**config.mk**
```make
export PLATFORM = sky130hd
export DESIGN_NAME = traffic_light_conflict_monitor
export DESIGN_NICKNAME = d
export VERILOG_FILES = /design/src/rtl/traffic_light_conflict_monitor.sv
export SDC_FILE = /design/constraint.sdc
export NUM_CORES = 1
export LEC_CHECK = 0
export ABC_AREA = 1
export CAP_MARGIN = 40
export CORE_ASPECT_RATIO = 0.8
export CORE_MARGIN = 2
export CORE_UTILIZATION = 60
export CTS_CLUSTER_SIZE = 24
export DETAILED_ROUTE_END_ITERATION = 16
export PLACE_DENSITY_LB_ADDON = 0.08
export REMOVE_ABC_BUFFERS = 1
export SETUP_SLACK_MARGIN = 0.05
export SKIP_LAST_GASP = 1
export SLEW_MARGIN = 40
export SYNTH_ARGS = -nofsm -noshare
export SYNTH_HDL_FRONTEND = slang
export SYNTH_SLANG_ARGS = --single-unit
```
**constraint.sdc**
```tcl
create_clock -name clk -period 2.4 [get_ports clk]
set_input_delay 0.48 -clock clk [delete_from_list [all_inputs] [get_ports clk]]
set_output_delay 0.48 -clock clk [all_outputs]
set_load 0.1 [all_outputs]
```
**src/rtl/traffic_light_conflict_monitor.sv**
```systemverilog
`default_nettype none
// ============================================================================
//  Module   : traffic_light_conflict_monitor
//  Purpose  : Safety stage between the traffic light controller and the lamp
//             drivers. Legal phases are passed through two cycles late, and any
//             violation latches a fault and flashes red until it is cleared.
//  Options  : TLM_AUTO_RECOVER_EN - leave FAULT after RECOVER_CYCLES of red.
//  Revision : 1.0 - initial release
// ============================================================================
module traffic_light_conflict_monitor #(
    parameter int MIN_DWELL      = 3,
    parameter int MAX_DWELL      = 20,
    parameter int FLASH_HALF     = 4,
    parameter int RECOVER_CYCLES = 16
) (
    input  logic       clk,
    input  logic       rst,
    input  logic [2:0] lights_in,
    input  logic       fault_clr,
    output logic [2:0] lamp_out,
    output logic       fault,
    output logic [2:0] fault_code
);

    localparam int c_DWELL_W = $clog2(MAX_DWELL + 1);
    localparam int c_FLASH_W = $clog2(2 * FLASH_HALF);

    localparam logic [c_DWELL_W-1:0] c_MIN_DWELL  = c_DWELL_W'(MIN_DWELL);
    localparam logic [c_DWELL_W-1:0] c_MAX_DWELL  = c_DWELL_W'(MAX_DWELL);
    localparam logic [c_FLASH_W-1:0] c_FLASH_HALF = c_FLASH_W'(FLASH_HALF);
    localparam logic [c_FLASH_W-1:0] c_FLASH_LAST = c_FLASH_W'(2 * FLASH_HALF - 1);

    localparam logic [2:0] c_RED  = 3'b100;
    localparam logic [2:0] c_YEL  = 3'b010;
    localparam logic [2:0] c_GRN  = 3'b001;
    localparam logic [2:0] c_DARK = 3'b000;

    localparam logic [2:0] c_CODE_NONE       = 3'd0;
    localparam logic [2:0] c_CODE_PATTERN    = 3'd1;
    localparam logic [2:0] c_CODE_TRANSITION = 3'd2;
    localparam logic [2:0] c_CODE_MIN_DWELL  = 3'd3;
    localparam logic [2:0] c_CODE_STUCK      = 3'd4;

    typedef enum logic [1:0] {
        ST_STARTUP = 2'd0,
        ST_MONITOR = 2'd1,
        ST_FAULT   = 2'd2
    } state_t;

    state_t               r_state;
    logic [2:0]           r_lights_q;
    logic [2:0]           r_last_q;
    logic [c_DWELL_W-1:0] r_dwell_cnt;
    logic [c_FLASH_W-1:0] r_flash_cnt;

    logic                 w_onehot;
    logic                 w_changed;
    logic                 w_legal_chg;
    logic [2:0]           w_code;
    logic [c_FLASH_W-1:0] w_flash_next;
    logic                 w_manual_clr;
    logic                 w_auto_clr;

    assign w_onehot    = (r_lights_q == c_RED) || (r_lights_q == c_YEL) || (r_lights_q == c_GRN);
    assign w_changed   = (r_lights_q != r_last_q);
    assign w_legal_chg = ((r_last_q == c_GRN) && (r_lights_q == c_YEL)) ||
                         ((r_last_q == c_YEL) && (r_lights_q == c_RED)) ||
                         ((r_last_q == c_RED) && (r_lights_q == c_GRN));

    // Priority order matters: the first matching cause is the one latched.
    always_comb begin
        w_code = c_CODE_NONE;
        if (!w_onehot)
            w_code = c_CODE_PATTERN;
        else if (w_changed && !w_legal_chg)
            w_code = c_CODE_TRANSITION;
        else if (w_changed && (r_dwell_cnt < c_MIN_DWELL))
            w_code = c_CODE_MIN_DWELL;
        else if (!w_changed && (r_dwell_cnt == c_MAX_DWELL))
            w_code = c_CODE_STUCK;
    end

    assign w_flash_next = (r_flash_cnt == c_FLASH_LAST) ? '0 : r_flash_cnt + c_FLASH_W'(1);
    assign w_manual_clr = fault_clr && (r_lights_q == c_RED);

`ifdef TLM_AUTO_RECOVER_EN
    localparam int c_REC_W = $clog2(RECOVER_CYCLES + 1);
    localparam logic [c_REC_W-1:0] c_REC_LAST = c_REC_W'(RECOVER_CYCLES - 1);

    logic [c_REC_W-1:0] r_rec_cnt;

    // Counts consecutive red inputs seen while faulted; any other pattern restarts it.
    assign w_auto_clr = (r_state == ST_FAULT) && (r_lights_q == c_RED) && (r_rec_cnt == c_REC_LAST);

    always_ff @(posedge clk or posedge rst) begin
        if (rst)
            r_rec_cnt <= '0;
        else if ((r_state == ST_FAULT) && (r_lights_q == c_RED) && !w_auto_clr)
            r_rec_cnt <= r_rec_cnt + c_REC_W'(1);
        else
            r_rec_cnt <= '0;
    end
`else
    // Recovery compiled out; the parameter stays referenced so both builds share one interface.
    assign w_auto_clr = 1'b0 && (RECOVER_CYCLES > 0);
`endif

    always_ff @(posedge clk or posedge rst) begin
        if (rst) begin
            r_state     <= ST_STARTUP;
            r_lights_q  <= c_RED;
            r_last_q    <= c_RED;
            r_dwell_cnt <= '0;
            r_flash_cnt <= '0;
            lamp_out    <= c_RED;
            fault       <= 1'b0;
            fault_code  <= c_CODE_NONE;
        end else begin
            r_lights_q <= lights_in;
            case (r_state)
                ST_STARTUP: begin
                    lamp_out <= c_RED;
                    if (r_lights_q == c_RED) begin
                        r_state     <= ST_MONITOR;
                        r_last_q    <= c_RED;
                        r_dwell_cnt <= c_DWELL_W'(1);
                    end
                end
                ST_MONITOR: begin
                    if (w_code != c_CODE_NONE) begin
                        r_state     <= ST_FAULT;
                        fault       <= 1'b1;
                        fault_code  <= w_code;
                        lamp_out    <= c_RED;
                        r_flash_cnt <= '0;
                    end else begin
                        lamp_out <= r_lights_q;
                        r_last_q <= r_lights_q;
                        if (w_changed)
                            r_dwell_cnt <= c_DWELL_W'(1);
                        else if (r_dwell_cnt != c_MAX_DWELL)
                            r_dwell_cnt <= r_dwell_cnt + c_DWELL_W'(1);
                    end
                end
                ST_FAULT: begin
                    if (w_manual_clr || w_auto_clr) begin
                        r_state     <= ST_STARTUP;
                        fault       <= 1'b0;
                        fault_code  <= c_CODE_NONE;
                        lamp_out    <= c_RED;
                        r_last_q    <= c_RED;
                        r_dwell_cnt <= '0;
                        r_flash_cnt <= '0;
                    end else begin
                        r_flash_cnt <= w_flash_next;
                        lamp_out    <= (w_flash_next < c_FLASH_HALF) ? c_RED : c_DARK;
                    end
                end
                default: begin
                    r_state  <= ST_STARTUP;
                    lamp_out <= c_RED;
                end
            endcase
        end
    end

endmodule
`default_nettype wire

```
---- Word-level counts from Yosys, hierarchy flattened ----
Index checks and enable logic that the tools add are counted.
operators by class
  reduce and logical (&&, ||, !) cells .... 22
  mux-type cells .......................... 32
  $add $sub $neg .......................... 2
  equal/unequal tests ..................... 17
  $lt $le $gt $ge ......................... 2
operators with widths
  operator                                                              count
  3-bit 2-to-1 mux                                                      15
  5-bit 2-to-1 mux                                                      5
  3-bit one-hot mux with 2 select lines                                 3
  5-bit one-hot mux with 3 select lines                                 1
  3-bit == test, second input constant                                  3
  3-bit one-hot mux with 3 select lines                                 1
  2-bit inequality test, second input constant                          4
  1-bit logical AND                                                     7
  3-bit by 1-bit == test with 1-bit output, second input constant       2
  3-bit by 2-bit == test with 1-bit output, second input constant       2
  2-bit 2-to-1 mux                                                      3
  2-bit one-hot mux with 3 select lines                                 1
  3-bit AND reduction                                                   2
  3-bit nonzero test                                                    2
  5-bit by 1-bit adder with 5-bit output, second input constant         1
  5-bit == test, second input constant                                  1
  5-bit by 2-bit < comparator with 1-bit output, second input constant  1
  5-bit inequality test, second input constant                          1
  5-bit AND reduction                                                   1
  1-bit logical OR                                                      4
  4-bit AND reduction                                                   1
  3-bit by 1-bit adder with 3-bit output, second input constant         1
  3-bit < comparator, second input constant                             1
  3-bit inequality test                                                 1
  9 further kinds                                                       11
word-level totals
  output and inout bits ................... 7
  word-level logic and storage cells ...... 83
  input bits .............................. 6
  bits in registers ....................... 23

---- Longest topological paths before layout ----
  depth after elaboration ................. 11
  gate-level depth with buffers ........... 12
  mapped depth without buffers ............ 12

---- Worst setup path after synthesis ----
Ideal clock, no wire load.
  path kind ............................... register to register
  from .................................... reg r_state[1]
  to ...................................... reg r_last_q[1]
  arrival ................................. 1.392 ns
  data required time ...................... 2.281 ns
  slack ................................... 0.889 ns
  clock period less this slack ............ 1.511 ns
  setup time .............................. 0.119 ns
  stages on the path, launching flop included .. 8
  buffers on the path ..................... 0
  cell sequence ........................... dfrtp_1 -> inv_1 -> ha_1 -> inv_1 -> a31oi_4 -> nand2_4 -> nand2_1 -> nand2_1
between the ends
  cells in the longest elaborated chain, start to end .. 3
  elaborated cells between the ends (all ways) .. 9
  classes of those cells .................. eq/ne: 5; mux: 1; reduce/logical: 3
ends and longest elaborated chain
  what                                                                          line  source
  from (decl)                                                                   50    state_t r_state;
  from (signal assigned)                                                        110   r_state <= ST_STARTUP;
  from (signal assigned)                                                        124   r_state <= ST_MONITOR;
  from (signal assigned)                                                        131   r_state <= ST_FAULT;
  2-bit by 1-bit == test with 1-bit output, or another cell as far along        120   case (r_state)
  2-bit inequality test (no source line) or 3-bit nonzero test (tied branches)  --
  4-bit AND reduction (no source line)                                          --
  to (signal assigned)                                                          112   r_last_q <= c_RED;
  to (signal assigned)                                                          125   r_last_q <= c_RED;
  to (signal assigned)                                                          138   r_last_q <= r_lights_q;
  to (decl)                                                                     52    logic [2:0] r_last_q;
Parallel ways exist; a longest one is shown, timed or not.
A chain may end at the register's enable or synchronous reset.

---- Worst setup path after layout ----
  from .................................... reg r_dwell_cnt[0]
  to ...................................... reg fault_code[1]
between the ends
  cells in the longest elaborated chain, start to end .. 9
  elaborated cells between the ends (all ways) .. 13
  classes of those cells .................. order compare: 1; eq/ne: 2; mux: 6; reduce/logical: 4
ends and longest elaborated chain
  what                                                                                                   line  source
  from (decl)                                                                                            53    logic [c_DWELL_W-1:0] r_dwell_cnt;
  from (signal assigned)                                                                                 126   r_dwell_cnt <= c_DWELL_W'(1);
  from (signal assigned)                                                                                 140   r_dwell_cnt <= c_DWELL_W'(1);
  from (signal assigned)                                                                                 142   r_dwell_cnt <= r_dwell_cnt + c_DWELL_W'(1);
  parallel branches: the longest is 3 deep, another holds 5-bit by 2-bit < comparator with 1-bit output  --
  3-bit 2-to-1 mux *                                                                                     77    else if (w_changed && (r_dwell_cnt < c_MIN_DWELL))
  3-bit 2-to-1 mux *                                                                                     75    else if (w_changed && !w_legal_chg)
  3-bit 2-to-1 mux *                                                                                     73    if (!w_onehot)
  3-bit nonzero test                                                                                     130   if (w_code != c_CODE_NONE) begin
  2-bit inequality test (no source line)                                                                 --
  3-bit AND reduction (no source line)                                                                   --
  to (signal assigned)                                                                                   117   fault_code <= c_CODE_NONE;
  to (signal assigned)                                                                                   133   fault_code <= w_code;
  to (signal assigned)                                                                                   149   fault_code <= c_CODE_NONE;
  to (decl)                                                                                              22    output logic [2:0] fault_code
Every way passes the cells marked *. The select of a mux whose other input is x is not followed.

==> impl_metrics.ini <==
[cells_and_area]
area_growth_syn_to_layout_pct = 11.2
utilization_pct = 71.3
fin_cells = 212
fillerInstances = 172
antennaDiodeCount = 0
drive_gt1_share_pct = 17.1
nets = 202
fin_area_mm2 = 0.00157

[logic_synthesis]
yosysMostFrequentCell = nand2_1
ys_warn_count = 0
syn_area_mm2 = 0.00141
syn-instance-count = 171
synth_edf_count = 0
yosysSeqAreaShare_pct = 41.2
synth-main-ff-cell = dfrtp_1
yosysTopAreaCellShare_pct = 35.6
yosys.area.top_type = dfrtp_1
avgSynthCellArea_um2 = 8.23
synth-seq-cells = 23
yosys-top-cells-count = nand2_1, nand3_1, dfrtp_1
synth_area_leaders = dfrtp_1, nand2_1, nand3_1
yosysUniqueCellTypes = 27
synthArstFlopShare_pct = 100

[worst_setup_path]
worstSetupPathType = register to register
worstSetupStartpointType = register
cp_max_fo = 7
r2r_slack_ns = 0.64
end_kind = register
critPathArrivalTime_ns = 1.98
r2r_cells = 11
crit_end = fault_code[1]
reg2reg_from = r_dwell_cnt[0]
r2r-end = fault_code[1]
required_ns = 2.62
crit_start = r_dwell_cnt[0]

[pwr]
netSwitchingPower_uw = 868
power_frac_seq_pct = 32.7
p_per_area_mw_per_mm2 = 1060
clockPowerShare_pct = 10.5
p_leak_uw = 0.000821
vdd_drop_max_v = 0.00128
pwr-share-comb_pct = 56.8
switching_share_pct = 52.2
p_int_uw = 797

[floorplan]
pin_count = 13
dieArea_mm2 = 0.00275
row_count = 15
initial_core_util_pct = 64.1
die_height_um = 47.3
coreArea_mm2 = 0.00220
die_x_um = 58.2

[clock_network]
cts_resized = 0
cts_setup_buffers = 0
clock_sinks = 23
holdBufCountCts = 0
htreeDepth = 1
cts_buffers = 3
cts_tree = done
clk_latency_ns = 0.32
clk_pin_slew_ns = 0.13
cts_root_buf = clkbuf_4
clockBufferDepth = 2

[sta]
finalCriticalPeriod_ns = 1.76
tns_ns = 0
rsz0062_at_grt = no
max_slew_margin_pct = 67.7
max_freq_mhz = 569
tightest_slew_ns = 0.481
hold_violations = 0
period_share_pct = 73.3
finalSetupViolCount = 0
slew_violations = 0
fin_skew_ns = 0.0114

[grt]
antenna_found_initial = 0
grt_pass1_vias = 1056
grt_pass1_wl_um = 4580
grt_usage_pct = 22.6
grt_max_degree = 24
grt_overflow = 0

[place]
dp_cells = 208
place.gp.congestion = 0.873
hpwlAfterDp_um = 2090
dpl_cell_area_mm2 = 0.00154
io_buffer_count = 12

[job]
maxCapViolations = 0

[routing]
wirelength_um = 2730
drtIter0Drc = 64
firstDrtPassIters = 4
viasPerCell = 5.45
wl_per_cell_um = 12.9
vias = 1155
drc = 0
route.antenna.remaining_nets = 0

[outcome]
status = finished, final reports clean

[hold_path]
holdCritPathClass = primary input to asynchronous set/reset pin
metal layers:
layer	wire, um	vias to the layer above	part of all wire [%]	global-route usage, %
li1	-	585	-	-
met1	1330	531	49	30.7
met2	1230	35	45	34.8
met3	140	4	5.1	6.61
met4	27	0	0.99	8.84
met5	0	-	0	0
per-stage QoR:
step                      hold WS (ns)  power [uW]  setup slack, ns
after global placement           0.456        1470            0.497
after detailed placement         0.461        1490            0.458
after floorplan                  0.457        1290            0.690
final                            0.488        1660            0.641
after CTS                        0.492        1670            0.656
after global routing             0.519        1780            0.454
cell type report:
type                            instances  area [um2]  area share (%)
Tap cell                               25        31.3            2.00
Clock inverter                          1        5.00           0.320
Multi-Input combinational cell        125         731            46.7
Inverter                               21        78.8            5.04
Clock buffer                            3        22.5            1.44
Sequential cell                        23         579            37.0
Timing Repair Buffer                   14         118            7.51
critical path, stage by stage, from the launching register on:
cell     delay, ns
dfrtp_1       0.43
inv_1         0.09
ha_1          0.15
nand2_1       0.05
nor2_1        0.16
nand4_1       0.16
nand2_1       0.11
inv_2         0.07
nand4_4       0.10
nand3_1       0.18
nand2_1       0.11
nand2_1       0.05
state kept, by name (all words and copies together), names as in the netlist:
signal	cells
r_flash_cnt	3
fault_code	3
r_dwell_cnt	5
r_lights_q	3
lamp_out	3
fault	1
r_state	2
r_last_q	3
layout by cell type, fill, tap and decap left out, types with 2 or more instances in the layout:
cell / n
buf_4: 9
inv_1: 19
inv_2: 2
ha_1: 8
dfstp_2: 3
nand4_1: 7
nor2_1: 12
nand3_4: 2
clkbuf_4: 3
nand3_2: 3
nand2_4: 2
nand3_1: 22
xnor2_1: 2
xor2_1: 2
clkdlybuf4s50_1: 5
dfrtp_1: 20
nand2_1: 52
nand2_2: 3
logic make-up (layout without fill, tap and decap cells):
family	count (synthesis)	count (layout)	synth area share, %
buffers and inverters	23	39	6.93
flip-flops	23	23	41.2
XOR/XNOR	4	4	2.49
adder cells (fa/ha/maj)	8	8	7.11
AND/OR/NAND/NOR	109	109	39.5
AO/OA/AOI/OAI	4	4	2.84
worst min-delay path by stage:
stage                  start            end  slack [ns]  cells past startpoint
2_1_floorplan    r_last_q[2]    r_last_q[2]        0.46                      2
3_3_place_gp   fault_code[1]  fault_code[1]        0.46                      2
3_5_place_dp   fault_code[2]  fault_code[2]        0.46                      2
4_1_cts        fault_code[2]  fault_code[2]        0.49                      2
5_1_grt                  rst     r_state[1]        0.52                      3
6_report                 rst     r_state[1]        0.49                      3
power groups by stage:
stage	clock, uW	sequential [uW]	combinational (uW)
after floorplan	0	771	516
after global placement	0	545	923
after detailed placement	0	550	942
after CTS	181	542	945
after global routing	195	550	1030
final	176	544	946
Note: power is estimated with default switching activity, not from simulation.
